## config.mk

```make
export PLATFORM = sky130hd
export DESIGN_NAME = wb_write_arbiter_flat
export DESIGN_NICKNAME = d
export VERILOG_FILES = /design/src/rtl/wb_write_arbiter_pkg.sv /design/src/rtl/wb_write_arbiter_if.sv /design/src/rtl/wb_write_arbiter_queue.sv /design/src/rtl/wb_write_arbiter.sv /design/src/flat_wrapper.sv
export SDC_FILE = /design/constraint.sdc
export NUM_CORES = 1
export LEC_CHECK = 0
export CELL_PAD_IN_SITES_DETAIL_PLACEMENT = 1
export CELL_PAD_IN_SITES_GLOBAL_PLACEMENT = 1
export CORE_UTILIZATION = 35
export CTS_CLUSTER_SIZE = 24
export DETAILED_ROUTE_END_ITERATION = 8
export PLACE_DENSITY = 0.75
export SYNTH_ARGS = -nofsm -noshare
export SYNTH_HDL_FRONTEND = slang
export SYNTH_SLANG_ARGS = --single-unit
```

## constraint.sdc

```tcl
create_clock -name clk -period 6.7 [get_ports clk]
set_input_delay 1.34 -clock clk [delete_from_list [all_inputs] [get_ports clk]]
set_output_delay 1.34 -clock clk [all_outputs]
set_load 0.03 [all_outputs]
```

## src/rtl/wb_write_arbiter_pkg.sv

```systemverilog
// rtl/wb_write_arbiter_pkg.sv - shared parameters and types for the write-back arbiter
package wb_write_arbiter_pkg;

  localparam int WB_DEPTH  = 4;
  localparam int WB_DATA_W = 32;
  localparam int WB_ADDR_W = 5;

  typedef enum logic [1:0] {
    SRC_NONE  = 2'd0,
    SRC_PIPE  = 2'd1,
    SRC_QUEUE = 2'd2
  } wr_src_e;

endpackage

```

## src/rtl/wb_write_arbiter_if.sv

```systemverilog
// rtl/wb_write_arbiter_if.sv - pipeline, multi-cycle, register-file and hazard-query signals
interface wb_write_arbiter_if
  import wb_write_arbiter_pkg::*;
#(
  parameter int DEPTH  = WB_DEPTH,
  parameter int DATA_W = WB_DATA_W,
  parameter int ADDR_W = WB_ADDR_W
);
  localparam int CNT_W = $clog2(DEPTH + 1);

  logic              pipe_we;
  logic [ADDR_W-1:0] pipe_waddr;
  logic [DATA_W-1:0] pipe_wdata;
  logic              mcu_valid;
  logic              mcu_ready;
  logic [ADDR_W-1:0] mcu_waddr;
  logic [DATA_W-1:0] mcu_wdata;
  logic              we;
  logic [ADDR_W-1:0] waddr;
  logic [DATA_W-1:0] wdata;
  logic [ADDR_W-1:0] q_raddr1;
  logic              q_pend1;
  logic [ADDR_W-1:0] q_raddr2;
  logic              q_pend2;
  logic [CNT_W-1:0]  q_count;

  modport master (
    input  pipe_we, pipe_waddr, pipe_wdata,
    input  mcu_valid, mcu_waddr, mcu_wdata,
    output mcu_ready,
    output we, waddr, wdata,
    input  q_raddr1, q_raddr2,
    output q_pend1, q_pend2, q_count
  );

  modport slave (
    output pipe_we, pipe_waddr, pipe_wdata,
    output mcu_valid, mcu_waddr, mcu_wdata,
    input  mcu_ready,
    input  we, waddr, wdata,
    output q_raddr1, q_raddr2,
    input  q_pend1, q_pend2, q_count
  );

endinterface

```

## src/rtl/wb_write_arbiter_queue.sv

```systemverilog
// rtl/wb_write_arbiter_queue.sv - circular result queue with WAW squash and hazard lookup
module wb_write_arbiter_queue
  import wb_write_arbiter_pkg::*;
#(
  parameter int DEPTH  = WB_DEPTH,
  parameter int DATA_W = WB_DATA_W,
  parameter int ADDR_W = WB_ADDR_W
) (
  input  logic                         clk,
  input  logic                         rst,
  input  logic                         push,
  input  logic [ADDR_W-1:0]            push_addr,
  input  logic [DATA_W-1:0]            push_data,
  input  logic                         pop,
  input  logic                         squash,
  input  logic [ADDR_W-1:0]            squash_addr,
  output logic                         head_valid,
  output logic [ADDR_W-1:0]            head_addr,
  output logic [DATA_W-1:0]            head_data,
  output logic                         full,
  output logic                         empty,
  output logic [$clog2(DEPTH+1)-1:0]   count,
  input  logic [ADDR_W-1:0]            raddr1,
  output logic                         pend1,
  input  logic [ADDR_W-1:0]            raddr2,
  output logic                         pend2
);
  localparam int PTR_W = $clog2(DEPTH);
  localparam int CNT_W = $clog2(DEPTH + 1);

  logic [DEPTH-1:0]  valid_q;
  logic [ADDR_W-1:0] addr_q [DEPTH];
  logic [DATA_W-1:0] data_q [DEPTH];
  logic [PTR_W-1:0]  rd_ptr, wr_ptr;
  logic [CNT_W-1:0]  count_q;
  logic              do_push, do_pop;

  assign full    = (count_q == CNT_W'(DEPTH));
  assign empty   = (count_q == '0);
  assign count   = count_q;
  assign do_push = push && !full;
  assign do_pop  = pop && !empty;

  assign head_valid = valid_q[rd_ptr];
  assign head_addr  = addr_q[rd_ptr];
  assign head_data  = data_q[rd_ptr];

  // Valid bits are only ever set on occupied slots, so lookups can scan every slot.
  always_ff @(posedge clk or posedge rst) begin
    if (rst) begin
      valid_q <= '0;
      rd_ptr  <= '0;
      wr_ptr  <= '0;
      count_q <= '0;
      for (int i = 0; i < DEPTH; i++) begin
        addr_q[i] <= '0;
        data_q[i] <= '0;
      end
    end else begin
      for (int i = 0; i < DEPTH; i++) begin
        if (squash && addr_q[i] == squash_addr) valid_q[i] <= 1'b0;
      end
      if (do_pop) begin
        valid_q[rd_ptr] <= 1'b0;
        rd_ptr          <= rd_ptr + 1'b1;
      end
      // A same-cycle push to the squashed address is newer, so it lands after the squash.
      if (do_push) begin
        valid_q[wr_ptr] <= 1'b1;
        addr_q[wr_ptr]  <= push_addr;
        data_q[wr_ptr]  <= push_data;
        wr_ptr          <= wr_ptr + 1'b1;
      end
      case ({do_push, do_pop})
        2'b10:   count_q <= count_q + 1'b1;
        2'b01:   count_q <= count_q - 1'b1;
        default: count_q <= count_q;
      endcase
    end
  end

  always_comb begin
    pend1 = 1'b0;
    pend2 = 1'b0;
    for (int i = 0; i < DEPTH; i++) begin
      if (valid_q[i] && addr_q[i] == raddr1) pend1 = 1'b1;
      if (valid_q[i] && addr_q[i] == raddr2) pend2 = 1'b1;
    end
    if (raddr1 == '0) pend1 = 1'b0;
    if (raddr2 == '0) pend2 = 1'b0;
  end

endmodule

```

## src/rtl/wb_write_arbiter.sv

```systemverilog
// rtl/wb_write_arbiter.sv - merges pipeline and multi-cycle results onto the register-file write port
module wb_write_arbiter
  import wb_write_arbiter_pkg::*;
#(
  parameter int DEPTH  = WB_DEPTH,
  parameter int DATA_W = WB_DATA_W,
  parameter int ADDR_W = WB_ADDR_W
) (
  input  logic               clk,
  input  logic               rst,
  wb_write_arbiter_if.master bus
);
  logic              ready_en;
  logic              pipe_hit;
  logic              push;
  logic              pop;
  logic              head_valid;
  logic [ADDR_W-1:0] head_addr;
  logic [DATA_W-1:0] head_data;
  logic              full;
  logic              empty;
  wr_src_e           src;

  // ready_en keeps mcu_ready low until the first edge after reset releases.
  always_ff @(posedge clk or posedge rst) begin
    if (rst) ready_en <= 1'b0;
    else     ready_en <= 1'b1;
  end

  assign bus.mcu_ready = ready_en && !full;
  assign pipe_hit      = bus.pipe_we && (bus.pipe_waddr != '0);
  assign push          = bus.mcu_valid && bus.mcu_ready && (bus.mcu_waddr != '0);
  assign pop           = (src == SRC_QUEUE);

  always_comb begin
    src = SRC_NONE;
    if (pipe_hit)    src = SRC_PIPE;
    else if (!empty) src = SRC_QUEUE;
  end

  wb_write_arbiter_queue #(
    .DEPTH  (DEPTH),
    .DATA_W (DATA_W),
    .ADDR_W (ADDR_W)
  ) u_queue (
    .clk         (clk),
    .rst         (rst),
    .push        (push),
    .push_addr   (bus.mcu_waddr),
    .push_data   (bus.mcu_wdata),
    .pop         (pop),
    .squash      (pipe_hit),
    .squash_addr (bus.pipe_waddr),
    .head_valid  (head_valid),
    .head_addr   (head_addr),
    .head_data   (head_data),
    .full        (full),
    .empty       (empty),
    .count       (bus.q_count),
    .raddr1      (bus.q_raddr1),
    .pend1       (bus.q_pend1),
    .raddr2      (bus.q_raddr2),
    .pend2       (bus.q_pend2)
  );

  // A squashed head still pops but produces no write; address/data hold.
  always_ff @(posedge clk or posedge rst) begin
    if (rst) begin
      bus.we    <= 1'b0;
      bus.waddr <= '0;
      bus.wdata <= '0;
    end else begin
      case (src)
        SRC_PIPE: begin
          bus.we    <= 1'b1;
          bus.waddr <= bus.pipe_waddr;
          bus.wdata <= bus.pipe_wdata;
        end
        SRC_QUEUE: begin
          bus.we <= head_valid;
          if (head_valid) begin
            bus.waddr <= head_addr;
            bus.wdata <= head_data;
          end
        end
        default: bus.we <= 1'b0;
      endcase
    end
  end

endmodule

```

## src/flat_wrapper.sv

```systemverilog
// flat-port wrapper written by rule: the top's interface ports become plain ports
module wb_write_arbiter_flat import wb_write_arbiter_pkg::*;
#(
  parameter int DEPTH  = WB_DEPTH,
  parameter int DATA_W = WB_DATA_W,
  parameter int ADDR_W = WB_ADDR_W
)
  (clk, rst, bus_pipe_we, bus_pipe_waddr, bus_pipe_wdata, bus_mcu_valid, bus_mcu_waddr, bus_mcu_wdata, bus_mcu_ready, bus_we, bus_waddr, bus_wdata, bus_q_raddr1, bus_q_raddr2, bus_q_pend1, bus_q_pend2, bus_q_count);
  wb_write_arbiter_if #(.DEPTH(DEPTH), .DATA_W(DATA_W), .ADDR_W(ADDR_W)) bus_i ();
  input  logic clk;
  input  logic rst;
  input wire logic [$bits(bus_i.pipe_we)-1:0] bus_pipe_we;
  input wire logic [$bits(bus_i.pipe_waddr)-1:0] bus_pipe_waddr;
  input wire logic [$bits(bus_i.pipe_wdata)-1:0] bus_pipe_wdata;
  input wire logic [$bits(bus_i.mcu_valid)-1:0] bus_mcu_valid;
  input wire logic [$bits(bus_i.mcu_waddr)-1:0] bus_mcu_waddr;
  input wire logic [$bits(bus_i.mcu_wdata)-1:0] bus_mcu_wdata;
  output wire logic [$bits(bus_i.mcu_ready)-1:0] bus_mcu_ready;
  output wire logic [$bits(bus_i.we)-1:0] bus_we;
  output wire logic [$bits(bus_i.waddr)-1:0] bus_waddr;
  output wire logic [$bits(bus_i.wdata)-1:0] bus_wdata;
  input wire logic [$bits(bus_i.q_raddr1)-1:0] bus_q_raddr1;
  input wire logic [$bits(bus_i.q_raddr2)-1:0] bus_q_raddr2;
  output wire logic [$bits(bus_i.q_pend1)-1:0] bus_q_pend1;
  output wire logic [$bits(bus_i.q_pend2)-1:0] bus_q_pend2;
  output wire logic [$bits(bus_i.q_count)-1:0] bus_q_count;
  assign bus_i.pipe_we = bus_pipe_we;
  assign bus_i.pipe_waddr = bus_pipe_waddr;
  assign bus_i.pipe_wdata = bus_pipe_wdata;
  assign bus_i.mcu_valid = bus_mcu_valid;
  assign bus_i.mcu_waddr = bus_mcu_waddr;
  assign bus_i.mcu_wdata = bus_mcu_wdata;
  assign bus_mcu_ready = bus_i.mcu_ready;
  assign bus_we = bus_i.we;
  assign bus_waddr = bus_i.waddr;
  assign bus_wdata = bus_i.wdata;
  assign bus_i.q_raddr1 = bus_q_raddr1;
  assign bus_i.q_raddr2 = bus_q_raddr2;
  assign bus_q_pend1 = bus_i.q_pend1;
  assign bus_q_pend2 = bus_i.q_pend2;
  assign bus_q_count = bus_i.q_count;
  wb_write_arbiter #(.DEPTH(DEPTH), .DATA_W(DATA_W), .ADDR_W(ADDR_W)) u_core (.clk(clk), .rst(rst), .bus(bus_i));
endmodule
```

==> flow_summary.ini <==
[global_routing]
grt_antenna_before_repair = 2
track_usage_pct = 18.5
grt_pass1_vias = 6792
grt_pass1_wl_mm = 39.7
grt_max_degree = 94
grtUsageMet3_pct = 3.69
busiest_layer = met2
use_met1_pct = 24.5
use_met2_pct = 30.7
grt.overflow.total = 0

[clocking]
postCtsResizedCells = 0
clockRootBuffer = clkbuf_16
clk_pin_slew_ns = 0.07
cts_tree = done
cts_buffer_depth = 2
clock_sinks = 198
clock_latency_ns = 0.43
cts_hold_buf = 0
htreeDepth = 4
cts_buffers = 17
cts_setup_buffers = 0

[logic_synthesis]
yosysUniqueCellTypes = 37
synthAdderAreaFrac_pct = 1.38
synth_edf_count = 0
netlist_instances = 691
yosysTopAreaCellShare_pct = 51.7
yosysMostFrequentCell = dfrtp_1
synth_seq_area_share_pct = 51.7
avgSynthCellArea_um2 = 13.9
synthMuxAreaShare_pct = 26.6
synth_top_cell_by_area = dfrtp_1
syn-cell-area_um2 = 9580
netlist_top_cells_area = dfrtp_1 (52%), mux2_2 (17%), mux4_2 (8.9%)
synth_top_family_by_area = multiplexers
synthTopCellsByCount = dfrtp_1 (198), mux2_2 (144), xor2_1 (46)
synth_compound_gate_area_share_pct = 6.30
syn_nets = 789
ys_seq_elements = 198
synthArstFlopShare_pct = 100
ys.flop_type = dfrtp_1
synth_warnings = 0
yosys.area_share.simple_pct = 2.83
synth-xor-area-share_pct = 5.94

[floorplan]
die_width_um = 167
die_h_um = 167
start_util_pct = 35.6
core-area_um2 = 26900
ios = 132
design.die.area_um2 = 28000
rows = 60

[critical_path]
r2r_end = u_core.u_queue.data_q[35]
cp-startpoint = bus_q_raddr2[3]
startpoint_type = primary input
r2r-start = u_core.u_queue.count[1]
cp_max_fo = 5
cp-end-kind = output port
endpoint = bus_q_pend2
ff2ff_path_depth = 6
crit_arrival_ns = 3.47
required_ns = 5.36
rrSetupSlack_ns = 3.62
critPathKind = in -> out

[pwr]
p_per_area_nw_per_um2 = 487
p_leak_uw = 0.00488
vdd_drop_max_v = 0.000204

[detailed_routing]
drtPass1Iterations = 4
wl_per_cell_um = 21.3
vias_per_cell = 5.29
drc = 0
drt_iter0_markers = 300
wl_mm = 24.6
detail-route-antenna-nets = 0
dr_total_vias = 6098

[sta]
worst_pin_slew_ns = 0.957
period_share_pct = 71.8
clock_skew_ns = 0.0141
hold_viol = 0
fmax_mhz = 208
setup_tns_ns = 0
rsz0062_at_grt = no
relSlewSlack_pct = 36.2
slew_viol_final = 0
finalSetupViolations = 0
period_minus_slack_ns = 4.81

[hold_path]
hold_class = reg -> reg

[final_layout]
n_antenna_cell = 0
nFillCells = 2749
drive_above_1_share_pct = 28.7
post-route-util_pct = 43.6
areaGrowthSynthToFinish_pct = 22.5
nets = 896

[placement]
gp_congestion = 0.829
placement.io_buffers = 131
dp_hpwl_mm = 15.5

[outcome]
status = complete, no violations

[run]
drv_cap = 0
-- critical path: stages --
cell	delay [ns]
clkdlybuf4s50_1	0.55
xor2_1	0.20
nor4_1	0.37
nand3_1	0.12
nand4_1	0.11
o21a_1	0.12
clkdlybuf4s50_1	0.66
-- where the power goes --
part / internal, uW / switching, uW
combinational: 1260 / 1110
clock: 622 / 482
sequential: 1790 / 454
total: 3670 / 2040
-- per-layer routing --
layer | vias up | share of wire [%]
met5 | - | 0.085
met4 | 4 | 1.7
met3 | 32 | 3.6
met2 | 125 | 49
met1 | 3224 | 45
li1 | 2713 | -
-- cells in the final DEF (no fill, tap or decap), types with 3 or more instances in the layout --
cell / count
nand2_1: 7
xnor2_1: 19
mux2_1: 4
xor2_1: 46
nor3_1: 4
mux2_2: 144
mux4_2: 38
nor4_1: 8
inv_1: 44
o21ai_0: 8
ha_1: 9
buf_4: 8
clkbuf_16: 17
inv_8: 3
dfrtp_1: 196
nor2_1: 3
nand3_1: 8
nand4_1: 6
bufinv_16: 3
a32o_1: 4
or3_1: 3
o221ai_1: 35
o21ai_1: 30
clkdlybuf4s50_1: 131
mux2i_1: 3
-- worst min-delay path by stage --
stage                              start                        end  slack [ns]  cells past startpoint
2_1_floorplan  u_core.u_queue.data_q[21]  u_core.u_queue.data_q[21]        0.46                      1
3_3_place_gp   u_core.u_queue.data_q[22]  u_core.u_queue.data_q[22]        0.47                      1
3_5_place_dp   u_core.u_queue.data_q[40]  u_core.u_queue.data_q[40]        0.49                      1
4_1_cts        u_core.u_queue.data_q[40]  u_core.u_queue.data_q[40]        0.50                      1
5_1_grt        u_core.u_queue.data_q[55]  u_core.u_queue.data_q[55]        0.52                      1
6_report       u_core.u_queue.data_q[42]  u_core.u_queue.data_q[42]        0.50                      1
-- through the flow --
stage	std cells	power [uW]	instance area [um2]	setup slack, ns	hold WS (ns)
2_1_floorplan	691	3880	9580	2.80	0.459
3_3_place_gp	1120	4550	11100	1.98	0.473
3_5_place_dp	1120	4650	11100	1.93	0.487
4_1_cts	1152	5780	11700	1.93	0.504
5_1_grt	1152	6070	11700	1.81	0.519
6_report	1152	5710	11700	1.89	0.504
-- final cells by class --
cell class              count  area (um2)  share of cell area [%]
flip-flops and latches    198        4960                    42.3
multi-input cells         396        4140                    35.3
repair buffers            140        1390                    11.9
clock buffers              19         453                    3.86
well taps                 341         427                    3.64
clock inverters            13         188                    1.60
inverters                  45         173                    1.47
-- state kept, by name, summed over array words and instances (netlist names) --
| register | count |
|---|---|
| u_core.u_queue.data_q | 128 |
| u_core.u_queue.rd_ptr | 2 |
| u_core.bus.waddr | 5 |
| u_core.u_queue.count | 3 |
| u_core.bus.we | 1 |
| u_core.ready_en | 1 |
| u_core.u_queue.wr_ptr | 2 |
| u_core.u_queue.addr_q | 20 |
| u_core.bus.wdata | 32 |
| u_core.u_queue.valid_q | 4 |
-- cell families after synthesis --
family / after synthesis
flip-flops: 198
XOR/XNOR: 65
AND/OR/NAND/NOR: 45
multiplexers: 189
AO/OA/AOI/OAI: 86
other: 1
buffers and inverters: 97
adder cells (fa/ha/maj): 10
Note: power is estimated with default switching activity, not from simulation.
